===== src/rtl/mux_rr_arbiter_pkg.sv =====
// mux_rr_arbiter_pkg: shared FSM state type and default sizing for the round-robin burst arbiter
package mux_rr_arbiter_pkg;
    localparam int N_REQ_DEF = 4;
    localparam int WIDTH_DEF = 8;
    typedef enum logic {IDLE = 1'b0, BURST = 1'b1} state_t;
endpackage


===== src/rtl/rr_priority_picker.sv =====
// rr_priority_picker: combinational round-robin search for the first set request at or above ptr, wrapping
//   req     in  [N_REQ]    request vector
//   ptr     in  [IW]       search start index (0..N_REQ-1)
//   winner  out [IW]       first requesting index found
//   any_req out            at least one request present
module rr_priority_picker
    import mux_rr_arbiter_pkg::*;
#(
    parameter int N_REQ = N_REQ_DEF,
    localparam int IW = $clog2(N_REQ)
) (
    input  logic [N_REQ-1:0] req,
    input  logic [IW-1:0]    ptr,
    output logic [IW-1:0]    winner,
    output logic             any_req
);
    logic [IW-1:0] idx;
    // Walk offsets from farthest to nearest so the closest requester to ptr is written last and wins.
    always_comb begin
        winner = '0;
        idx = '0;
        for (int k = N_REQ - 1; k >= 0; k--) begin
            idx = IW'((int'(ptr) + k) % N_REQ);
            if (req[idx]) winner = idx;
        end
        any_req = |req;
    end
endmodule


===== src/rtl/mux_rr_arbiter.sv =====
// mux_rr_arbiter: round-robin burst arbiter muxing N_REQ valid/ready streams onto one output
//   clk, rst                      clock, async active-high reset
//   req_vld/req_data/req_last     per-requester stream in (data packed WIDTH per lane)
//   req_rdy                       per-requester ready (only the granted lane follows out_rdy)
//   out_vld/out_data/out_last     shared output stream, out_rdy downstream ready
//   grant_idx, busy               current grant and burst-in-progress flag
module mux_rr_arbiter
    import mux_rr_arbiter_pkg::*;
#(
    parameter int N_REQ = N_REQ_DEF,
    parameter int WIDTH = WIDTH_DEF
) (
    input  logic                     clk,
    input  logic                     rst,
    input  logic [N_REQ-1:0]         req_vld,
    input  logic [N_REQ*WIDTH-1:0]   req_data,
    input  logic [N_REQ-1:0]         req_last,
    output logic [N_REQ-1:0]         req_rdy,
    output logic                     out_vld,
    output logic [WIDTH-1:0]         out_data,
    output logic                     out_last,
    input  logic                     out_rdy,
    output logic [$clog2(N_REQ)-1:0] grant_idx,
    output logic                     busy
);
    localparam int IW = $clog2(N_REQ);
    localparam logic [IW-1:0] LAST_IDX = IW'(N_REQ - 1);
    state_t state_q, state_d;
    logic [IW-1:0] ptr_q, ptr_d, grant_q, grant_d, winner;
    logic any_req, sel_last;
    logic [WIDTH-1:0] lanes [N_REQ];
    rr_priority_picker #(.N_REQ(N_REQ)) u_pick (
        .req(req_vld),
        .ptr(ptr_q),
        .winner(winner),
        .any_req(any_req)
    );
    // Pure combinational path from the granted lane; nothing on the data path is registered.
    always_comb begin
        for (int i = 0; i < N_REQ; i++) lanes[i] = req_data[i*WIDTH +: WIDTH];
        busy = state_q == BURST;
        sel_last = req_last[grant_q];
        out_vld = busy & req_vld[grant_q];
        out_last = busy & sel_last;
        out_data = lanes[grant_q];
        req_rdy = busy ? N_REQ'(out_rdy) << grant_q : '0;
        state_d = state_q;
        ptr_d = ptr_q;
        grant_d = grant_q;
        if (!busy && any_req) begin
            state_d = BURST;
            grant_d = winner;
        end
        if (out_vld && out_rdy && sel_last) begin
            state_d = IDLE;
            ptr_d = grant_q == LAST_IDX ? '0 : grant_q + 1'b1;
        end
    end
    always_ff @(posedge clk or posedge rst) begin
        if (rst) begin
            state_q <= IDLE;
            ptr_q <= '0;
            grant_q <= '0;
        end else begin
            state_q <= state_d;
            ptr_q <= ptr_d;
            grant_q <= grant_d;
        end
    end
    assign grant_idx = grant_q;
endmodule

===== config.mk =====
export PLATFORM = sky130hd
export DESIGN_NAME = mux_rr_arbiter
export DESIGN_NICKNAME = d
export VERILOG_FILES = /design/src/rtl/mux_rr_arbiter_pkg.sv /design/src/rtl/rr_priority_picker.sv /design/src/rtl/mux_rr_arbiter.sv
export SDC_FILE = /design/constraint.sdc
export NUM_CORES = 1
export LEC_CHECK = 0
export CAP_MARGIN = 20
export CORE_MARGIN = 3
export CORE_UTILIZATION = 26
export DETAILED_ROUTE_END_ITERATION = 7
export GPL_TIMING_DRIVEN = 0
export PLACE_DENSITY = 0.76
export SETUP_SLACK_MARGIN = 0.15
export SLEW_MARGIN = 40
export SYNTH_ARGS = -nofsm -noshare
export SYNTH_HDL_FRONTEND = slang
export SYNTH_SLANG_ARGS = --single-unit

===== constraint.sdc =====
create_clock -name clk -period 1.44 [get_ports clk]
set_input_delay 0.144 -clock clk [delete_from_list [all_inputs] [get_ports clk]]
set_output_delay 0.144 -clock clk [all_outputs]
set_load 0.01 [all_outputs]

==> results of run 1 <==
[sequential cells by signal (all words and copies together), names as in the netlist]
signal,count
busy,1
grant_idx,2
ptr_q,2
[cells by family after synthesis]
group,Yosys count,synth area share
adders and majority gates,1,0.0207
buffers and inverters,7,0.0600
and+or+nand+nor,17,0.139
DFF,5,0.207
AOI/OAI and AO/OA,11,0.130
muxes,14,0.443
[layer usage]
metal	global-route usage	share of wire
met4	0.0290	0
met5	0	0
met2	0.319	0.47
met3	0.0708	0.14
met1	0.220	0.39
[final timing paths]
| check | start | endpoint | slack [ns] | depth (start not counted) |
|---|---|---|---|---|
| max in group asynchronous | rst | busy$_DFFE_PP0P_ | 1.15 | 2 |
| max reg2reg | grant_idx[0]$_DFFE_PP0P_ | ptr_q[1]$_DFFE_PP0P_ | -0.23 | 5 |
| max | grant_idx[0]$_DFFE_PP0P_ | out_last | -0.24 | 4 |
| min | rst | grant_idx[1]$_DFFE_PP0P_ | 0.10 | 2 |
| min in group clk | req_vld[1] | grant_idx[0]$_DFFE_PP0P_ | 0.37 | 3 |
| min reg2reg | ptr_q[0]$_DFFE_PP0P_ | ptr_q[0]$_DFFE_PP0P_ | 0.60 | 1 |
[layout by cell type (no fill, tap or decap), types with 2 or more instances in the layout]
cell and instances:
dfrtp_2 2, mux2i_1 2, buf_6 13, buf_4 9
inv_1 3, clkdlybuf4s50_1 41, clkbuf_4 3, dlymetal6s2s_1 2
buf_2 9, mux4_2 10, and2_4 2, nor2b_1 2
dfrtp_1 3, o21ai_0 2, nor2_1 7, mux2_4 2
buf_8 2
[per-stage QoR]
step                      power (mW)  utilization
after floorplan                0.973            -
after global placement          1.56        0.592
final                           2.22        0.704
after detailed placement        1.58        0.592
after global routing            2.37        0.704
after CTS                       2.01        0.657
[timing repair]
action,4_1_cts,5_1_grt
resized for setup,81,16
endpoints found under the hold margin,0,0
endpoints found under the setup margin,22,20
setup buffers,11,4
pin swaps,4,2
hold buffers,0,0
cloned,1,0
[power groups by stage]
| stage | combinational (mW) | sequential, mW | clock, mW |
|---|---|---|---|
| 2_1_floorplan | 0.689 | 0.284 | 0 |
| 3_3_place_gp | 1.28 | 0.283 | 0 |
| 3_5_place_dp | 1.30 | 0.287 | 0 |
| 4_1_cts | 1.55 | 0.285 | 0.168 |
| 5_1_grt | 1.89 | 0.301 | 0.180 |
| 6_report | 1.77 | 0.290 | 0.165 |
[worst reg2reg max path, stage by stage, from the launching register on]
cell	delay, ns
dfrtp_1	0.36
buf_6	0.15
mux4_2	0.52
buf_4	0.17
nand2_4	0.06
mux2_4	0.30
[final cells by class]
| class | count | area, sq um |
|---|---|---|
| clock buffer | 4 | 26.3 |
| multi-input combinational | 43 | 498 |
| tap | 27 | 33.8 |
| fill | 145 | 617 |
| sequential | 5 | 128 |
| timing repair buffer | 75 | 721 |
| inverter | 4 | 17.5 |
| buffer | 3 | 41.3 |
==> flow_summary.toml, run 1 <==
[routing]
postRouteWirelength_microns = 2770
drc = 0
detailroute.via_count = 812
route.detailed.vias_per_inst = 5.04
drt_wl_cell_microns = 17.2
detail_route.iter0.violations = 6
drt.antenna.violating_nets = 0
drtPass1Iterations = 4

[power]
static_leakage_nw = 0.630
powerDensity_nw_per_um2 = 1520
irDropWorstVdd_uv = 1190
power_switching_mw = 0.809
combinationalPowerShare = 0.795
clockPowerShare = 0.074
netSwitchingFraction = 0.364
pwr-share-seq = 0.131
power.internal_mw = 1.42

[cells_and_area]
final_design_area_no_fill_sq_um = 1470
drive_gt1_frac = 0.455
antenna-diode-count = 0
final_layout_net_count = 179
areaGrowthSynthToFinish_pct = 142
final-instance-count-excl-fill = 161

[die]
design.portCount = 60
fp.dieArea_sq_um = 2940
die_height_microns = 54.2
die_w_microns = 54.2
num_rows = 16
initial_utilization = 0.290
design.core.area_sq_um = 2080

[worst_setup_path]
worst_setup_path_end_kind = "output port"
setup.worst_path.start_class = "register"
arrival_ns = 1.53
cp_max_fo = 6
worst_path_dominant_cell_family = "multiplexers"
critPathBufInv = 2
cp_cell_sequence = "buf_6, mux4_2, and2_4, buf_6"
required_ns = 1.30
dominant_cell_type_by_count_on_the_critical_path = "buf_6"
critPathSlowestCell = "mux4_2"
critical_path.max_stage_delay_ns = 0.51
crit_type = "reg -> out"

[grt]
first_global_vias = 840
globalRouteOverflowTotal = 0
groute.usage.overall = 0.185
grt_max_degree = 11
grt_first_pass_wirelength_microns = 4040
antenna_found_initial = 0

[logic_synthesis]
synth_cell_types = 25
syn-num-nets = 99
yosysTopAreaCell = "mux4_2"
yosysTopAreaCellShare = 0.373
yosys_register_bits = 5
netlist_instances = 55
synthTopCellsByCount = "mux4_2, nor2_1, dfrtp_1"
number_of_synthesized_flops_with_an_enable_pin = 0
cell_area_after_synthesis_sq_um = 604
synth_sequential_area_ratio = 0.207
synth_flop_cell = "dfrtp_1"
post_synth_main_area_contributors = "mux4_2, dfrtp_1, nor2_1, mux2_1, mux2i_1"
ys_async_sr_fraction = 1.00
yosys_warnings = 0
post_syn_area_per_cell_sq_um = 11.0
synthMostInstantiatedCell = "mux4_2"

[sta]
timing.final.ws_setup_ns = -0.237
layout_min_cycle_time_ns = 1.68
setup_viol = 15
grt_setup_unrepaired = "true"
slew-limit-headroom = 0.730
tns_ns = -2.85
hold_slack_ns = 0.101
drv_slew = 0
max_slew.worst_pin.slew_ns = 0.401
final_hold_viol_count = 0
finClkSkew_ns = 0.00399
fmax_mhz = 596
min_period_over_period = 1.16

[clocking]
htreeDepth = 1
tritoncts_sinks = 5
ctsRootBufferMaster = "clkbuf_4"
cts_tree = "built"
cts.reportedPaths.clkPinSlew_ns = 0.05
max-clock-path-buffers = 2
tritoncts.num_buffers = 3
worst_skew_pair.late_latency_ns = 0.24

[place]
dp_worst_setup_slack_ns = -0.548
post-place-cells = 141
detailed_place_hpwl_microns = 1970
placement.cell_area_sq_um = 1230
place.gp.congestion = 0.783
port_buffers = 59

[outcome]
failed_checks = "negative setup slack"
status = "finished, violations left"

[worst_hold_path]
hold_path_class = "in -> async"

[job]
cap_viol_max_count = 0
Note: power is estimated with default switching activity, not from simulation.
==> inputs of run 2 (changes only) <==
CORE_ASPECT_RATIO = 1.2   (was default)
CORE_UTILIZATION = 27   (was 26)
CTS_BUF_LIST = sky130_fd_sc_hd__clkbuf_8   (was default)
PLACE_DENSITY = 0.79   (was 0.76)
==> flow_summary.toml, run 2 (synthesis results as in run 1) <==
[outcome]
status = "finished, violations left"
failed_checks = "negative setup slack"

[worst_setup_path]
required_ns = 1.30
worst_setup_path_end_kind = "output port"
critical_path.max_stage_delay_ns = 0.54
setup.worst_path.start_class = "register"
cp_max_fo = 4
dominant_cell_type_by_count_on_the_critical_path = "buf_6"
cp_cell_sequence = "buf_6, mux4_2, and2_4, buf_6"
critPathSlowestCell = "mux4_2"
crit_type = "reg -> out"
arrival_ns = 1.54

[cells_and_area]
final_layout_net_count = 179
most-common-layout-cells = "clkdlybuf4s50_1, buf_6, mux4_2"
areaGrowthSynthToFinish_pct = 146
num-fill-cells = 151
final_design_area_no_fill_sq_um = 1490
multi_input_area_sq_um = 485
antenna-diode-count = 0
most_common_library_cell_in_the_layout_ignoring_fill_and_taps = "clkdlybuf4s50_1"
drive_gt1_frac = 0.440
final-instance-count-excl-fill = 164
ff_latch_area_sq_um = 128
postLayoutCoreUtil = 0.709

[sta]
slew-limit-headroom = 0.756
setup_viol = 17
final_hold_viol_count = 0
grt_setup_unrepaired = "true"
min_period_over_period = 1.17
max_slew.worst_pin.slew_ns = 0.363
timing.final.ws_setup_ns = -0.243
layout_min_cycle_time_ns = 1.68
fmax_mhz = 594
drv_slew = 0
finClkSkew_ns = 0.00390

[die]
design.portCount = 60
num_rows = 18
die_height_microns = 57.8
die_w_microns = 49.2
initial_utilization = 0.289
fp.dieArea_sq_um = 2840
design.core.area_sq_um = 2090

[place]
port_buffers = 59
place.gp.congestion = 0.822
post-place-cells = 144
detailed_place_hpwl_microns = 1900
dp_worst_setup_slack_ns = -0.558
placement.cell_area_sq_um = 1240

[grt]
groute.usage.overall = 0.194
grt_first_pass_wirelength_microns = 4180
globalRouteOverflowTotal = 0
grt_max_degree = 11
antenna_found_initial = 0
first_global_vias = 798

[power]
power.internal_mw = 1.51
powerDensity_nw_per_um2 = 1570
netSwitchingFraction = 0.354
combinationalPowerShare = 0.770
power_switching_mw = 0.826
pwr-share-seq = 0.124
clockPowerShare = 0.105
irDropWorstVdd_uv = 1120
static_leakage_nw = 0.649

[worst_hold_path]
hold_path_class = "in -> async"

[clocking]
max-clock-path-buffers = 2
cts_tree = "built"
worst_skew_pair.late_latency_ns = 0.22
cts.reportedPaths.clkPinSlew_ns = 0.04
ctsRootBufferMaster = "clkbuf_8"
tritoncts_sinks = 5
htreeDepth = 1
tritoncts.num_buffers = 3

[routing]
route.detailed.vias_per_inst = 4.94
detailroute.via_count = 810
drt_wl_cell_microns = 17.0
drc = 0
postRouteWirelength_microns = 2780
drtPass1Iterations = 4
drt.antenna.violating_nets = 0
detail_route.iter0.violations = 19

[job]
cap_viol_max_count = 0
[run 2: layer usage]
layer  wire length (microns)  track usage  part of all wire
met4                       6       0.0569            0.0022
met3                     275       0.0797             0.099
met2                    1380        0.326              0.50
met5                       0            0                 0
met1                    1120        0.227              0.40
[run 2: final timing paths]
kind                                               start                  endpoint  slack, ns  cells after the start
worst max-delay path            grant_idx[0]$_DFFE_PP0P_                  out_last      -0.24                      4
worst min-delay path                                 rst  grant_idx[0]$_DFFE_PP0P_       0.11                      2
worst max register to register  grant_idx[0]$_DFFE_PP0P_      ptr_q[0]$_DFFE_PP0P_      -0.23                      5
worst min register to register          busy$_DFFE_PP0P_  grant_idx[1]$_DFFE_PP0P_       0.60                      1
max in group asynchronous                            rst          busy$_DFFE_PP0P_       1.15                      2
min in group clk                              req_vld[1]  grant_idx[0]$_DFFE_PP0P_       0.40                      3
[run 2: worst max-delay path: cells and delay by family, from the launching register on]
| family | cells | cell delay (ns) |
|---|---|---|
| buffers and inverters | 2 | 0.24 |
| multiplexers | 1 | 0.54 |
| AND/OR/NAND/NOR | 1 | 0.17 |
| flip-flops | 1 | 0.36 |
[run 2: power by group through the flow]
| stage | logic (mW) | clock network, mW | registers, mW |
|---|---|---|---|
| floorplan | 0.689 | 0 | 0.284 |
| global placement | 1.27 | 0 | 0.285 |
| detailed placement | 1.28 | 0 | 0.294 |
| CTS | 1.44 | 0.253 | 0.286 |
| global route | 1.90 | 0.262 | 0.294 |
| finish | 1.80 | 0.246 | 0.290 |
[run 2: repair_timing]
action / CTS / global route
cloned: 0 / 0
hold endpoints to repair: 0 / 0
setup endpoints to repair: 21 / 20
pin swaps: 6 / 4
hold buffers: 0 / 0
setup buffers: 9 / 7
gates resized for setup: 75 / 26
[run 2: final cells by class]
| cell class | count | share of cell area |
|---|---|---|
| Timing Repair Buffer | 75 | 0.495 |
| Multi-Input combinational cell | 43 | 0.327 |
| Sequential cell | 5 | 0.0859 |
| Clock buffer | 3 | 0.0278 |
| Buffer | 3 | 0.0253 |
| Tap cell | 30 | 0.0253 |
| Inverter | 4 | 0.0118 |
| Clock inverter | 1 | 0.00253 |
[run 2: per-stage QoR]
stage          hold slack, ns  setup TNS, ns  power [mW]
2_1_floorplan         -0.0775         -0.560       0.973
3_3_place_gp            0.349          -5.23        1.55
3_5_place_dp            0.348          -5.64        1.57
4_1_cts                 0.116          -2.32        1.98
5_1_grt                 0.138          -3.48        2.46
6_report                0.114          -2.79        2.34
